File: config.mk
export PLATFORM = sky130hd
export DESIGN_NAME = multiplier_datapath
export DESIGN_NICKNAME = d
export VERILOG_FILES = /design/src/rtl/multiplier_pkg.sv /design/src/rtl/mult_dp_checker.sv /design/src/rtl/multiplier_datapath.sv
export SDC_FILE = /design/constraint.sdc
export NUM_CORES = 1
export LEC_CHECK = 0
export CAP_MARGIN = 20
export CELL_PAD_IN_SITES_DETAIL_PLACEMENT = 1
export CELL_PAD_IN_SITES_GLOBAL_PLACEMENT = 2
export CORE_MARGIN = 2
export CORE_UTILIZATION = 30
export CTS_CLUSTER_DIAMETER = 60
export CTS_CLUSTER_SIZE = 10
export DETAILED_ROUTE_END_ITERATION = 6
export GPL_TIMING_DRIVEN = 1
export PLACE_DENSITY_LB_ADDON = 0.1
export SYNTH_ARGS = -nofsm -noshare
export SYNTH_HDL_FRONTEND = slang
export SYNTH_SLANG_ARGS = --single-unit
File: constraint.sdc
create_clock -name clk -period 5.7 [get_ports clk]
set_clock_uncertainty 0.1 [all_clocks]
set_input_delay 0.57 -clock clk [delete_from_list [all_inputs] [get_ports clk]]
set_output_delay 0.57 -clock clk [all_outputs]
set_load 0.005 [all_outputs]
File: src/rtl/multiplier_pkg.sv
// Shared types for the shift-add multiplier datapath: controller strobe bundle
// and protocol-checker error-cause indices.
package multiplier_pkg;

  typedef struct packed {
    logic mdld;
    logic mrld;
    logic rsload;
    logic rsclear;
    logic rsshr;
  } ctrl_t;

  localparam int unsigned ERR_CAUSE_W        = 3;
  localparam int unsigned ERR_CLR_CONFLICT   = 0;
  localparam int unsigned ERR_LOAD_DURING_OP = 1;
  localparam int unsigned ERR_CARRY_LOST     = 2;

  // True when the running sum is being modified by an arithmetic strobe.
  function automatic logic rs_busy(input ctrl_t ctrl);
    return ctrl.rsload | ctrl.rsshr;
  endfunction

endpackage

File: src/rtl/mult_dp_checker.sv
// Protocol checker for the multiplier datapath strobes; raises a sticky err
// on conflicting strobes or an add that would drop an unshifted carry.
module mult_dp_checker
  import multiplier_pkg::*;
(
  input  logic  clk,
  input  logic  rst,
  input  ctrl_t ctrl,
  input  logic  c,
  output logic  err
);

  logic [ERR_CAUSE_W-1:0] cause_c;

  always_comb begin
    cause_c                     = '0;
    cause_c[ERR_CLR_CONFLICT]   = ctrl.rsclear & rs_busy(ctrl);
    cause_c[ERR_LOAD_DURING_OP] = (ctrl.mdld | ctrl.mrld) & rs_busy(ctrl);
    cause_c[ERR_CARRY_LOST]     = ctrl.rsload & c;
  end

  always_ff @(posedge clk) begin
    if (!rst) begin
      err <= 1'b0;
    end else if (|cause_c) begin
      err <= 1'b1;
    end
  end

endmodule

File: src/rtl/multiplier_datapath.sv
// Shift-add multiplier datapath: MD/MR/running-sum registers plus a product
// capture register with valid/ready handoff. Define MULT_DP_CHECK_EN to add the
// strobe protocol checker driving err.
module multiplier_datapath
  import multiplier_pkg::*;
#(
  parameter int unsigned WIDTH = 14
) (
  input  logic               clk,
  input  logic               rst,
  input  logic [WIDTH-1:0]   md_in,
  input  logic [WIDTH-1:0]   mr_in,
  input  logic               mdld,
  input  logic               mrld,
  input  logic               rsload,
  input  logic               rsclear,
  input  logic               rsshr,
  input  logic               done,
  output logic [WIDTH-1:0]   mr,
  output logic [2*WIDTH-1:0] product,
  output logic [2*WIDTH-1:0] result,
  output logic               result_valid,
  input  logic               result_ready,
  output logic               overrun,
  output logic               err
);

  localparam int unsigned PW = 2 * WIDTH;

  logic [WIDTH-1:0] md_q;
  logic [WIDTH-1:0] mr_q;
  logic             rs_c;
  logic [WIDTH-1:0] rs_hi;
  logic [WIDTH-1:0] rs_lo;
  logic [PW-1:0]    result_q;
  logic             result_valid_q;
  logic             overrun_q;
  logic             done_d;

  logic [WIDTH:0]   sum_c;
  logic             capture_c;
  logic             consume_c;

  assign sum_c     = {1'b0, rs_hi} + {1'b0, md_q};
  assign capture_c = done & ~done_d;
  assign consume_c = result_valid_q & result_ready;

  // Operand registers; MR is never shifted, the controller indexes its bits.
  always_ff @(posedge clk) begin
    if (!rst) begin
      md_q <= '0;
      mr_q <= '0;
    end else begin
      if (mdld) md_q <= md_in;
      if (mrld) mr_q <= mr_in;
    end
  end

  // Running sum {c, hi, lo}; clear dominates, then fused add-shift.
  always_ff @(posedge clk) begin
    if (!rst) begin
      rs_c  <= 1'b0;
      rs_hi <= '0;
      rs_lo <= '0;
    end else if (rsclear) begin
      rs_c  <= 1'b0;
      rs_hi <= '0;
      rs_lo <= '0;
    end else if (rsload && rsshr) begin
      rs_c  <= 1'b0;
      rs_hi <= sum_c[WIDTH:1];
      rs_lo <= {sum_c[0], rs_lo[WIDTH-1:1]};
    end else if (rsload) begin
      rs_c  <= sum_c[WIDTH];
      rs_hi <= sum_c[WIDTH-1:0];
    end else if (rsshr) begin
      rs_c  <= 1'b0;
      rs_hi <= {rs_c, rs_hi[WIDTH-1:1]};
      rs_lo <= {rs_hi[0], rs_lo[WIDTH-1:1]};
    end
  end

  // Product capture on the done rising edge with valid/ready handoff.
  always_ff @(posedge clk) begin
    if (!rst) begin
      done_d         <= 1'b0;
      result_q       <= '0;
      result_valid_q <= 1'b0;
      overrun_q      <= 1'b0;
    end else begin
      done_d <= done;
      if (capture_c) begin
        result_q       <= {rs_hi, rs_lo};
        result_valid_q <= 1'b1;
        if (result_valid_q && !result_ready) overrun_q <= 1'b1;
      end else if (consume_c) begin
        result_valid_q <= 1'b0;
      end
    end
  end

  assign mr           = mr_q;
  assign product      = {rs_hi, rs_lo};
  assign result       = result_q;
  assign result_valid = result_valid_q;
  assign overrun      = overrun_q;

`ifdef MULT_DP_CHECK_EN
  ctrl_t ctrl_c;

  always_comb begin
    ctrl_c         = '0;
    ctrl_c.mdld    = mdld;
    ctrl_c.mrld    = mrld;
    ctrl_c.rsload  = rsload;
    ctrl_c.rsclear = rsclear;
    ctrl_c.rsshr   = rsshr;
  end

  mult_dp_checker u_checker (
    .clk  (clk),
    .rst  (rst),
    .ctrl (ctrl_c),
    .c    (rs_c),
    .err  (err)
  );
`else
  assign err = 1'b0;
`endif

endmodule
* Word level (Yosys, flattened, before mapping)
Index checks and enable logic that the tools add are counted.
** Word-level totals
- Flip-flop bits (word level) :: 88
- Input port bits :: 37
- Output and inout bits :: 73
- Logic and storage cells :: 36
** Operators by class
- Add/sub/neg operators :: 1
- Eq/ne operators :: 1
- Mux-type cells :: 10
- Bitwise operators :: 4
- Reduce and logical (&&, ||, !) cells :: 11
** Operators by type and width (count)
- two-way mux 14 bit :: 6
- adder 14 x 14 -> 15 bit :: 1
- nonzero test 2 bit :: 3
- two-way mux 1 bit :: 4
- AND reduction 2 bit :: 2
- nonzero test 3 bit :: 1
- OR reduction 3 bit :: 1
- AND 1 bit :: 2
- logical AND 1 bit :: 2
- inequality test 2 x 1 -> 1 bit, second input constant :: 1
- NOT 1 bit :: 2
- OR reduction 2 bit :: 1
- logical NOT 1 bit :: 1

* Logic depth before layout (Yosys ltp)
Gate-level depths: netlist of the first run.
- Word-level depth :: 3
- Gate-level depth with buffers :: 8
- Gate-level depth less buffers :: 8

* Worst setup path after synthesis of the first run
No wires, ideal clock.
- Path type :: register to register
- From :: register rs_hi[0]
- To :: register rs_hi[5]
- Setup time :: 115 ps
- Data arrival time :: 2141 ps
- Required time :: 5485 ps
- Path slack :: 3344 ps
- Stages on the path, launching flop included :: 8
- Buffers on the path :: 0
- Period minus slack after synthesis :: 2356 ps
- Cell sequence :: dfxtp_1 -> ha_1 -> fa_1 -> a21o_1 -> a221oi_2 -> xnor2_1 -> mux4_1 -> and2_1
** On the way
- Longest elaborated chain between the ends :: 3
** RTL lines
- start: declaration :: RTL line multiplier_datapath.sv:33 : logic [WIDTH-1:0] rs_hi;
- start signal: assignment :: RTL line multiplier_datapath.sv:71 : rs_hi <= sum_c[WIDTH:1];
- start signal: assignment :: RTL line multiplier_datapath.sv:75 : rs_hi <= sum_c[WIDTH-1:0];
- start signal: assignment :: RTL line multiplier_datapath.sv:78 : rs_hi <= {rs_c, rs_hi[WIDTH-1:1]};
- adder 14 x 14 -> 15 bit * :: RTL line multiplier_datapath.sv:44 : assign sum_c = {1'b0, rs_hi} + {1'b0, md_q};
- two-way mux 14 bit :: RTL line multiplier_datapath.sv:73 : end else if (rsload) begin
- two-way mux 14 bit * :: RTL line multiplier_datapath.sv:69 : end else if (rsload && rsshr) begin
Mark *: on every way between the ends. The rest lies on a longest branch, timed or not.
A chain may end at the register's enable or synchronous reset.

* Final worst setup path of the first run
- From :: register rs_hi[0]
- To :: register rs_c
** On the way
- Longest elaborated chain between the ends :: 2
** RTL lines
- adder 14 x 14 -> 15 bit :: RTL line multiplier_datapath.sv:44
- two-way mux 1 bit :: RTL line multiplier_datapath.sv:73
- end signal: assignment :: RTL line multiplier_datapath.sv:74 : rs_c <= sum_c[WIDTH];
- end: declaration :: RTL line multiplier_datapath.sv:32 : logic rs_c;
No other way between the ends.

==> out/metrics.yaml, run 1 <==
synth:
  synth_ff_type: "dfxtp_1"
  synthAdderAreaFrac_pct: 4.83
  yosysSeqAreaShare_pct: 43.6
  yosys_warnings: 0
  synth-xor-area-share_pct: 2.17
  ys_seq_elements: 88
  synth_top_family_by_area: "simple AND/OR/NAND/NOR gates"
  syn_inst: 428
  synth_cell_types: 41
  synth_async_sr_flop_share_pct: 0
  synth_area_mm2: 0.00404
  synth-edff-count: 0
  synthSimpleGateAreaFrac_pct: 17.0
  muxShareOfSynthArea_pct: 15.4
  syn-num-nets: 480
  synth_compound_area_share_pct: 13.9
  syn_avg_cell_area_um2: 9.44
sta:
  timing.hold.ws_ns: 0.365
  final_min_period_over_clock_period_pct: 45.7
  fmax_ghz: 0.384
  setup_violations: 0
  finalHoldViolCount: 0
  maxSlewHeadroom_pct: 30.3
  grt_setup_unrepaired: "false"
  min_period_ns: 2.60
  max_slew.worst_pin.slew_ns: 1.04
  setup-tns-final_ns: 0
  maxSlewViolCount: 0
  worst_slack_ns: 3.10
clock_tree:
  tritoncts.num_buffers: 9
  htree_levels: 3
  cts_resized: 0
  clk_path_buf_depth: 2
  postCtsSetupBuffers: 0
  cts.sinks: 88
  cts-root-buf: "clkbuf_16"
  worstSkewPairLatency_ns: 0.34
  hold_buffers: 0
  cts_tree: "done"
  path_clk_slew_ns: 0.06
setup_path:
  crit_buf_inv: 0
  path_class: "register to register"
  cp_top_family: "compound AO/OA/AOI/OAI gates"
  cp.arrival_ns: 2.68
  critPathMaxStageDelay_ns: 0.43
  cp_cell_sequence: "ha_1 -> fa_1 -> a21o_1 -> a221oi_2 -> o21ba_2 -> o21ai_0 -> a21oi_1 -> a2111oi_0"
  cp_max_fo: 5
  cp.required_ns: 5.78
  cp_slowest_cell: "fa_1"
  end_kind: "register"
  crit_path_start_kind: "register"
die:
  initial_core_util_pct: 30.6
  die_h_um: 120
  num_rows: 42
  die_w_um: 120
  core_mm2: 0.0132
  die-area_mm2: 0.0144
  io_pins: 110
detailed_routing:
  drc: 0
  via_per_inst: 4.76
  ant_nets: 0
  wire_per_inst_um: 15.7
  drt_iter0_drc: 125
  drtPass1Iterations: 4
  wl_mm: 11.0
  num_vias: 3346
worst_hold_path:
  hold_class: "register to register"
grt:
  use_met2_pct: 25.4
  grt_use_met1_pct: 20.4
  grt.overflow.total: 0
  grt_pass1_wl_mm: 18.1
  globalRouteTotalUtil_pct: 16.0
  met3_usage_pct: 4.47
  top_usage_layer: "met2"
  grt_max_degree: 62
  grt_pass1_vias: 3539
  antenna_found_initial: 0
place:
  placed_cells: 687
  dpl.hpwl_mm: 7.76
  placed_area_mm2: 0.00524
  port_buffers: 108
  dpl_worst_slack_ns: 3.00
  gp_congestion: 0.779
pwr:
  irDropWorstVdd_uv: 128
  p_leak_nw: 2.20
  power.total_mw: 1.53
  power.density_mw_per_mm2: 273
final_layout:
  fin_cells: 703
  area_growth_pct: 38.7
  postLayoutCellArea_mm2: 0.00560
  layout-drive-gt1-share_pct: 6.83
  fin_util_pct: 42.5
  n_antenna_cell: 0
  fin_nets: 574
status:
  status: "complete, no violations"
flow_run:
  maxCapViolCount: 0
[worst min-delay path, cell delays in order (launching register included)]
cell	delay, ns
dfxtp_1	0.31
nand2_1	0.05
a21boi_0	0.06
[kinds of logic (layout without fill, tap and decap cells)]
kind of cell	count (synthesis)	count (layout)
AO/OA/AOI/OAI	82	82
XOR/XNOR	10	10
adder cells (fa/ha/maj)	15	15
other	1	1
flip-flops	88	88
multiplexers	56	56
buffers and inverters	30	129
AND/OR/NAND/NOR	146	146
[synth_stat cells (5+ instances only)]
master     n  area (um2)
a211oi_1   6        45.0
a21boi_0  29         218
a21o_1     6        45.0
a21oi_1   16        80.1
and2_1     5        31.3
clkbuf_1  18        67.6
dfxtp_1   88        1760
ha_1      14         175
mux2_2     7        78.8
mux2i_1   45         450
nand2_1   65         244
nand3_1    7        35.0
nor2_1    23        86.3
nor2b_1   31         194
o21ai_0   13        65.1
xnor2_1    7        61.3
[path summary, 6_finish.rpt]
check,startpoint,to,slack (ns),cells after the start
worst min register to register,result[11],result[11],0.36,2
worst max-delay path,rs_hi[0],rs_c,3.10,8
worst max register to register,rs_hi[0],rs_c,3.10,8
worst min-delay path,result[11],result[11],0.36,2
[state kept, by name (all words and copies together) (netlist names)]
register	flops
done_d	1
md_q	14
mr	14
overrun	1
result	28
result_valid	1
rs_c	1
rs_hi	14
rs_lo	14
[where the power goes]
part,leakage [nW],total [mW],internal [mW],switching [mW]
clock,0.179,0.713,0.465,0.248
combinational,1.30,0.168,0.0903,0.0779
sequential,0.717,0.650,0.634,0.0156
[cell usage in the layout (no fill, tap or decap), drive strengths merged, types with 6 or more instances in the layout]
cell type	Yosys	final
mux2	7	7
nand3	7	7
nor2	23	23
o21ai	13	13
nand2	65	65
xnor2	7	7
nor2b	31	31
ha	14	14
a21o	6	6
a21boi	29	29
clkdlybuf4s50	0	106
mux2i	45	45
clkbuf	18	12
a211oi	6	6
dfxtp	88	88
a21oi	16	16
[metal layers]
| layer | part of all wire [%] | vias to the layer above | wire, um |
|---|---|---|---|
| met5 | 0 | - | 0 |
| met3 | 5.5 | 10 | 610 |
| met4 | 1.4 | 0 | 159 |
| met2 | 47 | 74 | 5160 |
| li1 | - | 1672 | - |
| met1 | 46 | 1590 | 5090 |
[layout make-up]
class                   count  area [um2]
clock buffers              12         267
clock inverters             4        98.8
fillers                  1479        7590
inverters                   3        11.3
multi-input cells         310        2160
flip-flops and latches     88        1760
well taps                 176         220
repair buffers            110        1090
Power figures use the tool's default switching activity.
==> run 2: changes to the inputs <==
CORE_UTILIZATION = 29   (was 30)
clock period = 2.69 ns   (was 5.7 ns; I/O delays follow)
==> run 2 against run 1 <==
Against the previous run:
- sequential power increased by 110%
- clock power up 89%
- sequential share of layout area fell by 0.29 points
- setup slack lost 2.9 ns
- global-route usage is 0.75 points higher
- critical endpoint is now rs_hi[5]
==> out/metrics.yaml, run 2 (synthesis gave the netlist of run 1 again) <==
clock_tree:
  path_clk_slew_ns: 0.07
  tritoncts.num_buffers: 9
  cts.sinks: 88
  cts-root-buf: "clkbuf_16"
  clk_path_buf_depth: 2
  postCtsSetupBuffers: 0
  cts_tree: "done"
  worstSkewPairLatency_ns: 0.35
  htree_levels: 3
final_layout:
  fin_nets: 586
  layout-drive-gt1-share_pct: 8.55
  layout_commonest_cell: "clkdlybuf4s50_1"
  n_antenna_cell: 0
  final_cell_mix: "106 x clkdlybuf4s50_1, 88 x dfxtp_1, 65 x nand2_1"
  postLayoutCellArea_mm2: 0.00565
  area_growth_pct: 40.0
  largest_reg_flops: 28
sta:
  timing.hold.ws_ns: 0.201
  grt_setup_unrepaired: "false"
  final_min_period_over_clock_period_pct: 93.2
  maxSlewViolCount: 0
  maxSlewHeadroom_pct: 48.8
  fmax_ghz: 0.399
  min_period_ns: 2.51
  max_slew.worst_pin.slew_ns: 0.768
  setup-tns-final_ns: 0
  setup_violations: 0
  finalHoldViolCount: 0
flow_run:
  maxCapViolCount: 0
die:
  core_mm2: 0.0137
  initial_core_util_pct: 29.4
  die_h_um: 122
  io_pins: 110
  die-area_mm2: 0.0149
  num_rows: 43
  die_w_um: 122
status:
  status: "complete, no violations"
detailed_routing:
  drc: 0
  num_vias: 3423
  drtPass1Iterations: 4
  drt_iter0_drc: 115
  wire_per_inst_um: 16.4
  ant_nets: 0
  via_per_inst: 4.77
  wl_mm: 11.8
pwr:
  power.total_mw: 3.10
  clock_power_share_pct: 43.5
  swShare_pct: 23.9
  p_comb_share_pct: 12.1
  irDropWorstVdd_uv: 274
  power.density_mw_per_mm2: 547
  p_leak_nw: 2.22
  seqPwrFrac_pct: 44.4
  switchingPower_uw: 741
  power.internal_mw: 2.35
setup_path:
  crit_path_start_kind: "register"
  crit_start: "rs_hi[0]"
  cp_max_fo: 5
  cp.required_ns: 2.83
  cp.arrival_ns: 2.65
  end_kind: "register"
  path_class: "register to register"
  r2r_start: "rs_hi[0]"
  r2r_end: "rs_hi[5]"
  r2r_slack_ns: 0.18
  reg2reg_depth: 7
place:
  port_buffers: 108
  gp_congestion: 0.774
  dpl.hpwl_mm: 8.60
  placed_area_mm2: 0.00533
worst_hold_path:
  holdPathStages: 2
  holdPathEnd: "result[22]"
  worstHoldStart: "rst"
  hold_class: "input pin to register"
grt:
  grt_pass1_wl_mm: 19.1
  globalRouteTotalUtil_pct: 16.7
  antenna_found_initial: 0
  grt_max_degree: 51
  grt_pass1_vias: 3582
  grt.overflow.total: 0
[run 2: changes by cell type in the layout (fill, tap and decap cells not counted)]
cell	previous run	this run
clkinv_4	1	0
clkbuf_1	0	1
clkinv_2	0	1
a221oi_2	1	0
buf_4	2	14
bufinv_16	3	2
a221oi_4	0	1
clkinvlp_4	0	1
clkbuf_8	3	0
inv_6	0	1
[run 2: final cells by class]
type                       count  area [um2]
inverter                       3        11.3
tap                          180         225
timing repair buffer         122        1180
fill                        1585        8070
sequential                    88        1760
clock inverter                 5        81.3
multi-input combinational    310        2170
clock buffer                  10         229
[run 2: worst max-delay path: stages, from the launching register on]
cell and delay (ns):
dfxtp_1 0.35, ha_1 0.24, fa_1 0.41, a21o_1 0.24, a221oi_4 0.30, xnor2_1 0.13, mux4_1 0.47, and2_1 0.17
[run 2: power groups by stage]
| stage | logic, mW | registers (mW) | clock network [mW] |
|---|---|---|---|
| 3_3_place_gp | 0.374 | 1.40 | 0 |
| 2_1_floorplan | 0.205 | 1.40 | 0 |
| 3_5_place_dp | 0.379 | 1.40 | 0 |
| 5_1_grt | 0.416 | 1.38 | 1.44 |
| 6_report | 0.375 | 1.37 | 1.35 |
| 4_1_cts | 0.381 | 1.38 | 1.39 |
[run 2: stage by stage]
stage          utilization [%]  cells  worst slack [ns]
2_1_floorplan                -    428             0.334
3_3_place_gp              38.9    703             0.180
3_5_place_dp              38.9    703             0.140
4_1_cts                   41.1    718             0.110
5_1_grt                   41.2    718            0.0219
6_report                  41.2    718             0.182
[run 2: timing repair]
| action | 4_1_cts | 5_1_grt |
|---|---|---|
| gates resized for setup | 0 | 1 |
| hold buffers | 0 | 0 |
| setup endpoints to repair | 0 | 2 |
[run 2: how the worst max path moves through the flow]
stage                endpoint  slack [ns]  cells after the start
detailed placement  rs_hi[12]        0.14                      8
finish               rs_hi[5]        0.18                      7
floorplan            rs_hi[5]        0.33                      7
global route        rs_hi[12]        0.02                      8
global placement     rs_hi[5]        0.18                      7
CTS                 rs_hi[12]        0.11                      8
[run 2: routing by layer]
| layer | GRT usage [%] | vias up | wire [um] |
|---|---|---|---|
| met2 | 26.7 | 74 | 5340 |
| met5 | 0 | - | 0 |
| met4 | 7.47 | 0 | 268 |
| li1 | - | 1686 | - |
| met3 | 4.35 | 18 | 621 |
| met1 | 21.2 | 1645 | 5530 |
